==> src/rtl/servo_pkg.sv <==
// Shared constants for the servo display path.
// Also used by the seven-segment debug controller for its left/neutral/right thresholds.
package servo_pkg;

  localparam int SERVO_MIN_US    = 1000;
  localparam int SERVO_CENTER_US = 1500;
  localparam int SERVO_MAX_US    = 1999;

  typedef logic [10:0] width_us_t;

endpackage

==> src/rtl/servo_pos_map.sv <==
// Maps a strobed 10-bit joystick position to a pulse width in microseconds, with a deadband around center.
// Holds the target-width register that the frame logic picks up at each frame boundary.
module servo_pos_map
  import servo_pkg::*;
#(
  parameter int DEADBAND_US = 20
) (
  input  logic       CLK,
  input  logic       RST,
  input  logic [9:0] i_pos,
  input  logic       i_pos_valid,
  output logic [10:0] o_tgt
);

  localparam width_us_t MIN_W    = width_us_t'(SERVO_MIN_US);
  localparam width_us_t CENTER_W = width_us_t'(SERVO_CENTER_US);
  localparam width_us_t BAND_LO  = width_us_t'(SERVO_CENTER_US - DEADBAND_US);
  localparam width_us_t BAND_HI  = width_us_t'(SERVO_CENTER_US + DEADBAND_US);

  logic [9:0] w_scaled;
  width_us_t  w_raw;
  logic       w_in_band;
  width_us_t  r_tgt;

  // pos * 125 / 128 spreads 0..1023 over 0..999 us without a divider.
  assign w_scaled  = 10'((17'(i_pos) * 17'd125) >> 7);
  assign w_raw     = MIN_W + {1'b0, w_scaled};
  assign w_in_band = (w_raw > BAND_LO) && (w_raw < BAND_HI);

  always_ff @(posedge CLK) begin
    if (RST) begin
      r_tgt <= CENTER_W;
    end else if (i_pos_valid) begin
      r_tgt <= w_in_band ? CENTER_W : w_raw;
    end
  end

  assign o_tgt = r_tgt;

endmodule

==> src/rtl/servo_pwm_gen.sv <==
// 50 Hz RC-servo pulse generator: microsecond prescaler, frame counter and registered PWM comparator.
// Define SERVO_SLEW_LIMIT_EN to limit the width change per frame to SLEW_US.
module servo_pwm_gen
  import servo_pkg::*;
#(
  parameter int CLK_PER_US  = 100,
  parameter int FRAME_US    = 20000,
  parameter int DEADBAND_US = 20,
  parameter int SLEW_US     = 10
) (
  input  logic        CLK,
  input  logic        RST,
  input  logic [9:0]  POS,
  input  logic        POS_VALID,
  output logic        PWM,
  output logic [10:0] WIDTH_US,
  output logic        FRAME_START
);

  localparam int US_W = (CLK_PER_US > 1) ? $clog2(CLK_PER_US) : 1;
  localparam int FR_W = ($clog2(FRAME_US) > 11) ? $clog2(FRAME_US) : 11;
  localparam logic [US_W-1:0] US_LAST = US_W'(CLK_PER_US - 1);
  localparam logic [FR_W-1:0] FR_LAST = FR_W'(FRAME_US - 1);
  localparam int FULL_RANGE = SERVO_MAX_US - SERVO_MIN_US + 1;
`ifdef SERVO_SLEW_LIMIT_EN
  localparam width_us_t STEP_LIM = width_us_t'(SLEW_US);
`else
  // The cap never falls below the full range, so act always lands on tgt in one boundary.
  localparam width_us_t STEP_LIM = width_us_t'((SLEW_US > FULL_RANGE) ? SLEW_US : FULL_RANGE);
`endif

  width_us_t       w_tgt;
  width_us_t       w_diff;
  width_us_t       w_next_act;
  logic            w_up;
  logic            w_us_tick;
  logic            w_wrap;

  logic [US_W-1:0] r_us_cnt;
  logic [FR_W-1:0] r_fr_cnt;
  width_us_t       r_act;
  logic            r_pwm;
  logic            r_frame_start;

  servo_pos_map #(
    .DEADBAND_US (DEADBAND_US)
  ) u_pos_map (
    .CLK         (CLK),
    .RST         (RST),
    .i_pos       (POS),
    .i_pos_valid (POS_VALID),
    .o_tgt       (w_tgt)
  );

  assign w_us_tick = (r_us_cnt == US_LAST);
  assign w_wrap    = w_us_tick && (r_fr_cnt == FR_LAST);

  assign w_up   = (w_tgt > r_act);
  assign w_diff = w_up ? (w_tgt - r_act) : (r_act - w_tgt);

  always_comb begin
    w_next_act = w_tgt;
    if (w_diff > STEP_LIM) begin
      w_next_act = w_up ? (r_act + STEP_LIM) : (r_act - STEP_LIM);
    end
  end

  // act only changes on the wrap cycle, so a running pulse is never cut short or stretched.
  always_ff @(posedge CLK) begin
    if (RST) begin
      r_us_cnt      <= '0;
      r_fr_cnt      <= '0;
      r_act         <= width_us_t'(SERVO_CENTER_US);
      r_pwm         <= 1'b0;
      r_frame_start <= 1'b0;
    end else begin
      r_us_cnt <= w_us_tick ? '0 : r_us_cnt + US_W'(1);
      if (w_us_tick) begin
        r_fr_cnt <= (r_fr_cnt == FR_LAST) ? '0 : r_fr_cnt + FR_W'(1);
      end
      if (w_wrap) begin
        r_act <= w_next_act;
      end
      r_frame_start <= w_wrap;
      r_pwm         <= (r_fr_cnt < FR_W'(r_act));
    end
  end

  assign PWM         = r_pwm;
  assign WIDTH_US    = r_act;
  assign FRAME_START = r_frame_start;

endmodule

==> config.mk <==
export PLATFORM = sky130hd
export DESIGN_NAME = servo_pwm_gen
export DESIGN_NICKNAME = d
export VERILOG_FILES = /design/src/rtl/servo_pkg.sv /design/src/rtl/servo_pos_map.sv /design/src/rtl/servo_pwm_gen.sv
export SDC_FILE = /design/constraint.sdc
export NUM_CORES = 1
export LEC_CHECK = 0
export ABC_AREA = 1
export CAP_MARGIN = 20
export CORE_MARGIN = 2
export CORE_UTILIZATION = 35
export DETAILED_ROUTE_END_ITERATION = 6
export HOLD_SLACK_MARGIN = 0.08
export PLACE_DENSITY = 0.62
export SLEW_MARGIN = 25
export SYNTH_ARGS = -nofsm -noshare
export SYNTH_HDL_FRONTEND = slang
export SYNTH_SLANG_ARGS = --single-unit
==> constraint.sdc <==
create_clock -name CLK -period 9.75 [get_ports CLK]
set_clock_uncertainty 0.05 [all_clocks]
set_input_delay 1.95 -clock CLK [delete_from_list [all_inputs] [get_ports CLK]]
set_output_delay 1.95 -clock CLK [all_outputs]
set_load 0.02 [all_outputs]
# ---- Word-level counts from Yosys, hierarchy flattened
# Cells that the tools add are included.
dict set report totals {
  input_bits 13
  word_cells 29
  output_inout_bits 13
  regBits 46
}
dict set report classes {
  mul 1
  order_cmp 5
  n_mux 5
  eq_ne 2
  n_reduce_logical 3
  addsub 7
}
# op count
set op_table {}
lappend op_table {{$mux 11} 4}
lappend op_table {{$sub 11x11->11} 2}
lappend op_table {{$mul 10x7->17 const B} 1}
lappend op_table {{$add 15x1->15 const B} 1}
lappend op_table {{$eq 15x15->1 const B} 1}
lappend op_table {{$lt 15x11->1} 1}
lappend op_table {{$mux 15} 1}
lappend op_table {{$add 10x10->11 const A} 1}
lappend op_table {{$add 11x10->11 const B} 1}
lappend op_table {{$gt 11x10->1 const B} 1}
lappend op_table {{$gt 11x11->1} 1}
lappend op_table {{$gt 11x11->1 const B} 1}
lappend op_table {{$lt 11x11->1 const B} 1}
lappend op_table {{$sub 11x10->11 const B} 1}
lappend op_table {{$add 7x1->7 const B} 1}
lappend op_table {{$eq 7x7->1 const B} 1}
lappend op_table {{$logic_and 1x1->1} 2}
lappend op_table {{$reduce_or 2->1} 1}

# ---- Depth between registers and ports, before layout
dict set report depth {
  depth_word 5
  depth_mapped 30
  depth_no_buf 30
}

# ---- Modules after synthesis
# A second synthesis with hierarchy kept.
dict set report hier_totals {
  hier_cells 895
  hier_area_um2 6035.8
}
# module cells_per_inst n_inst area_each_um2 seq_area_each_um2
set modules_own_cells {}
lappend modules_own_cells {servo_pwm_gen 525 1 3418.3 700.7}
lappend modules_own_cells {servo_pos_map 370 1 2617.5 220.2}

# ---- Worst setup path after synthesis
# OpenSTA, ideal clock, no wires.
dict set report synth_timing {
  path_type {input to register}
  startpoint {input port POS[5]}
  endpoint {register u_pos_map.r_tgt[0], in the netlist u_pos_map.o_tgt[0]}
  setup_ns 0.132
  slack_ns 3.427
  t_required_ns 9.568
  arrival_ns 6.140
  path_buffers 0
  cell_stages 26
  path_cell_list {inv_1 fa_1 fa_1 inv_1 fa_1 inv_1 fa_1 inv_1 ha_1 nand2_1 inv_1 a21oi_1 nand3_1 nand2_1 inv_1 ha_1 inv_1 nand3_1 nor2_1 nand3_1 nand2_1 nand2_1 nor2_1 nand3_1 nand2_1 a21oi_1}
}
dict set report synth_via {
  elab_chain_cells 5
  elab_cells_between_ends 6
  cone_classes {add/sub (1); mul (1); order compare (2); mux (1); reduce/logical (1)}
}
# element line
set synth_rtl {}
lappend synth_rtl {{start: declaration} servo_pwm_gen.sv:13} ;# input logic [9:0] POS,
lappend synth_rtl {{$mul 10x7->17 *} servo_pos_map.sv:26} ;# assign w_scaled = 10'((17'(i_pos) * 17'd125) >> 7);
lappend synth_rtl {{$add 10x10->11 *} servo_pos_map.sv:27} ;# assign w_raw = MIN_W + {1'b0, w_scaled};
lappend synth_rtl {{$gt 11x11->1 or $lt 11x11->1 (tied branches)} servo_pos_map.sv:28} ;# assign w_in_band = (w_raw > BAND_LO) && (w_raw < BAND_HI);
lappend synth_rtl {{$logic_and 1x1->1} servo_pos_map.sv:28}
lappend synth_rtl {{$mux 11 *} servo_pos_map.sv:34} ;# r_tgt <= w_in_band ? CENTER_W : w_raw;
lappend synth_rtl {{end signal: assignment} servo_pos_map.sv:34}
lappend synth_rtl {{end: declaration} servo_pos_map.sv:23} ;# width_us_t r_tgt;
# Mark *: on every way between the ends. The rest lies on a longest branch, timed or not.
# A chain may end at the register's enable or synchronous reset.

# ---- Worst setup path after layout
dict set report layout_timing {
  startpoint {input port POS[3]}
  endpoint {register u_pos_map.r_tgt[1], in the netlist u_pos_map.o_tgt[1]}
}
# Same word-level chain as after synthesis.

==> impl.org <==
** STA
- The final count of hold timing violations is 0.
- Dividing the final minimum period by the clock period gives 0.712.
- Setup repair after global routing left no endpoint under its margin.
- Upper clock frequency limit :: 144 MHz
- Final worst path period need :: roughly 6.9 ns
- Setup violations remaining at the end of the flow were counted as 0.
- Rel. slew slack :: 0.654
- The max-slew violation count was 0.
- Final sum of negative setup slack :: 0 ns
- Tightest Pin Transition :: 0.517 ns

** Placed design
- The congestion estimate from routability-driven global placement came to 0.875.
- During placement, the flow inserted port buffers numbering 25.
- Placed wire-length estimate after detailed placement :: 11.3 mm
- After detailed placement, the total cell area comes to 6250 µm².

** Routing
- DR vias :: 5335
- Average wire length per cell after detail routing :: roughly 12 µm
- Vias/cell :: 4.71
- Sum of routed wire length over all layers :: 13.3 mm
- After the first detailed-routing iteration, the DRC count stood at between 200 and 300.
- DRC violation count after routing :: 0
- Pre-Repair DR Iteration Count :: 5
- In this run the remaining antenna-violating nets after routing total 0.

** Worst hold path
- Min-Delay Path Class :: reg -> reg

** Cells and area
- Multi-input logic area :: 4140 µm²
- Post-route cell area :: 6410 µm²
- After filler insertion, the fill cell instance count of the layout stands at 1749.
- N_diodes :: 0
- Layout cell share with drive strength beyond 1 :: 0.0197
- Total number of nets in the final design :: 1041
- Registers take 921 µm².
- Layout-stage area growth over the synthesis result :: 11.2%

** Clock network
- After clock tree synthesis, the clock-pin slew on the worst setup and hold paths is 0.06 ns.
- TritonCTS built the clock tree.
- Number of buffers on the longest clock path :: 2
- TritonCTS Sinks :: 46
- Clock latency on the worst-skew pair, taken at its later pin, is 0.28 ns.
- Post-CTS setup repair buffer count :: 0
- Number of buffers inserted during clock tree synthesis :: 5
- H-tree depth :: 2
- Resized cells post-CTS :: 0
- # hold bufs at CTS :: 0
- Root Buffer :: sky130_fd_sc_hd__clkbuf_16

** Worst setup path
- Top cell family by delay on the critical path :: adder cells
- Nature of the critical path startpoint :: primary input
- Count of buffer and inverter cells on the critical path :: 8
- Library cell appearing most often on the critical path :: sky130_fd_sc_hd__inv_1
- Biggest fanout along the worst timing path :: 6
- STA classifies the critical path endpoint as a register.
- Crit path max-delay cell type :: sky130_fd_sc_hd__clkdlybuf4s50_1
- The critical path in this run is classified as in -> reg.
- Crit path required time :: 9.86 ns
- In this design, the stage delay of the slowest critical-path cell is 0.55 ns.
- Data arrives at the worst endpoint at ~7 ns.

** Synth
- Counting every net in the synthesized netlist gives 1015.
- Synthesized area :: 5770 µm²
- Ranking of synthesized cells by area :: sky130_fd_sc_hd__ha_1 18%, sky130_fd_sc_hd__nand2_1 17%, sky130_fd_sc_hd__dfxtp_1 16%, sky130_fd_sc_hd__inv_1 11%, sky130_fd_sc_hd__fa_1 11%
- Number of standard cells after synthesis :: slightly below 900
- Post-synthesis sequential element count :: 46
- Post-synthesis cell type count :: 34
- For this run, the register share of the synthesized area comes to 0.160.
- Number of warnings issued by yosys :: 0
- Cell taking the most area after synthesis :: sky130_fd_sc_hd__ha_1
- Of the post-synthesis cell area, the dominant cell type holds 0.178.
- In this run the mean area of a mapped cell was ~6.5 µm².

** Global routing
- GR Util All Layers :: 0.159
- Via count of the first global-routing pass :: 5111
- Wire length of the first global-routing pass :: 23.7 mm
- Largest net degree at the start of global routing :: 23
- The initial antenna violation count came to 0.
- Grt ovf :: 0

** Floorplanning
- Chip width :: 132 µm
- The die covers between 15000 and 20000 µm².
- Die Ht :: 132 µm
- During I/O placement, the number of pins put on the boundary was 26.
- The floorplan has 46 rows.
- The total area inside the core boundary comes to around 16000 µm².
- For this configuration, the core starts out at a cell density of 0.360.

** Pwr
- IR analysis of the VDD net gives a maximum drop of 0.101 mV.
- For this design the ratio of total power to cell area is 286 nW/µm².
- For this design the static power due to leakage is 3.46 nW.
- Overall power :: between 1.5 and 2 mW

** Outcome
- Outcome :: finished clean

** Job
- The tool flagged a number of max-cap violations equal to 0.
routing by layer:
layer  share of wire  track usage
met5               0            0
met4          0.0071       0.0161
met3           0.024       0.0158
met2            0.46        0.273
met1            0.51        0.223
state kept, by name, summed over array words and instances (netlist names):
signal	cells
FRAME_START	1
r_fr_cnt	15
WIDTH_US	11
PWM	1
r_us_cnt	7
u_pos_map.o_tgt	11
synth_stat cells, drive strengths merged:
cell type	instances
a2111oi	1
a211oi	1
a21o	1
a21oi	55
a221oi	1
a31oi	1
buf	3
clkbuf	4
clkinv	1
dfxtp	46
fa	31
ha	82
inv	176
nand2	263
nand3	58
nand3b	4
nand4	17
nor2	72
nor3	13
nor3b	1
nor4	5
o211ai	6
o21ai	23
o21bai	7
or2	2
xnor2	6
xor2	9
through the flow:
step / hold WS [ns] / utilization / setup slack (ns) / cells
6_report: 0.397 / 0.401 / 2.81 / 1132
5_1_grt: 0.411 / 0.401 / 2.29 / 1132
4_1_cts: 0.399 / 0.401 / 2.80 / 1132
3_5_place_dp: 0.390 / 0.391 / 2.52 / 1124
3_3_place_gp: 0.385 / 0.391 / 2.63 / 1124
2_1_floorplan: 0.368 / - / 3.43 / 889
path summary, 6_finish.rpt:
| kind | start | cells past startpoint | endpoint | slack, ns |
|---|---|---|---|---|
| worst min register to register | r_us_cnt[0]$_SDFF_PP0_ | 1 | r_us_cnt[0]$_SDFF_PP0_ | 0.40 |
| worst max-delay path | POS[3] | 27 | u_pos_map.o_tgt[1]$_SDFFE_PP0P_ | 2.81 |
| worst min-delay path | r_us_cnt[0]$_SDFF_PP0_ | 1 | r_us_cnt[0]$_SDFF_PP0_ | 0.40 |
| worst max register to register | WIDTH_US[8]$_SDFFE_PP1P_ | 19 | WIDTH_US[10]$_SDFFE_PP1P_ | 5.97 |
worst reg2reg max path: stages (launching register included):
cell and delay (ns):
sky130_fd_sc_hd__dfxtp_1 0.45, sky130_fd_sc_hd__inv_1 0.12, sky130_fd_sc_hd__ha_1 0.47, sky130_fd_sc_hd__nand2_1 0.14
sky130_fd_sc_hd__nor3_1 0.24, sky130_fd_sc_hd__nand3_2 0.15, sky130_fd_sc_hd__nand2_4 0.23, sky130_fd_sc_hd__inv_2 0.17
sky130_fd_sc_hd__ha_1 0.38, sky130_fd_sc_hd__nand3_1 0.11, sky130_fd_sc_hd__nand2_1 0.09, sky130_fd_sc_hd__nand2_1 0.06
sky130_fd_sc_hd__nand2_1 0.06, sky130_fd_sc_hd__a21oi_1 0.07, sky130_fd_sc_hd__or2_2 0.29, sky130_fd_sc_hd__nand2_1 0.07
sky130_fd_sc_hd__a21oi_1 0.07, sky130_fd_sc_hd__or2_2 0.27, sky130_fd_sc_hd__nand4_1 0.09, sky130_fd_sc_hd__nand3_1 0.07
cells in the final DEF (no fill, tap or decap), types with 5 or more instances in the layout:
| master | netlist | layout |
|---|---|---|
| sky130_fd_sc_hd__clkbuf_16 | 0 | 5 |
| sky130_fd_sc_hd__nand4_1 | 17 | 17 |
| sky130_fd_sc_hd__nor2_1 | 69 | 69 |
| sky130_fd_sc_hd__clkdlybuf4s50_1 | 0 | 25 |
| sky130_fd_sc_hd__xor2_1 | 9 | 9 |
| sky130_fd_sc_hd__dfxtp_1 | 46 | 46 |
| sky130_fd_sc_hd__a21oi_1 | 55 | 55 |
| sky130_fd_sc_hd__nor3_1 | 13 | 13 |
| sky130_fd_sc_hd__nand2_1 | 260 | 260 |
| sky130_fd_sc_hd__fa_1 | 31 | 31 |
| sky130_fd_sc_hd__xnor2_1 | 6 | 6 |
| sky130_fd_sc_hd__o21bai_1 | 7 | 7 |
| sky130_fd_sc_hd__o21ai_0 | 20 | 20 |
| sky130_fd_sc_hd__nand3_1 | 56 | 56 |
| sky130_fd_sc_hd__nor4_1 | 5 | 5 |
| sky130_fd_sc_hd__ha_1 | 82 | 82 |
| sky130_fd_sc_hd__inv_1 | 175 | 175 |
| sky130_fd_sc_hd__o211ai_1 | 6 | 6 |
cell families (layout without fill, tap and decap cells):
family	Yosys count	count (layout)	share of synthesized area
buffers and inverters	184	211	0.123
AND/OR/NAND/NOR	435	435	0.317
AO/OA/AOI/OAI	96	96	0.0914
adder cells (fa/ha/maj)	113	113	0.286
XOR/XNOR	15	15	0.0228
flip-flops	46	46	0.160
power by group:
group	switching, mW	total (mW)	internal, mW
combinational	0.923	1.42	0.500
clock	0.0679	0.189	0.121
sequential	0.0161	0.222	0.206
total	1.01	1.83	0.827
area by class of cell:
type / count / share of cell area
clock buffers: 7 / 0.0207
clock inverters: 1 / 0.00468
repair buffers: 26 / 0.0402
well taps: 216 / 0.0422
flip-flops and latches: 46 / 0.144
multi-input cells: 659 / 0.645
inverters: 177 / 0.104
Power figures use the tool's default switching activity.
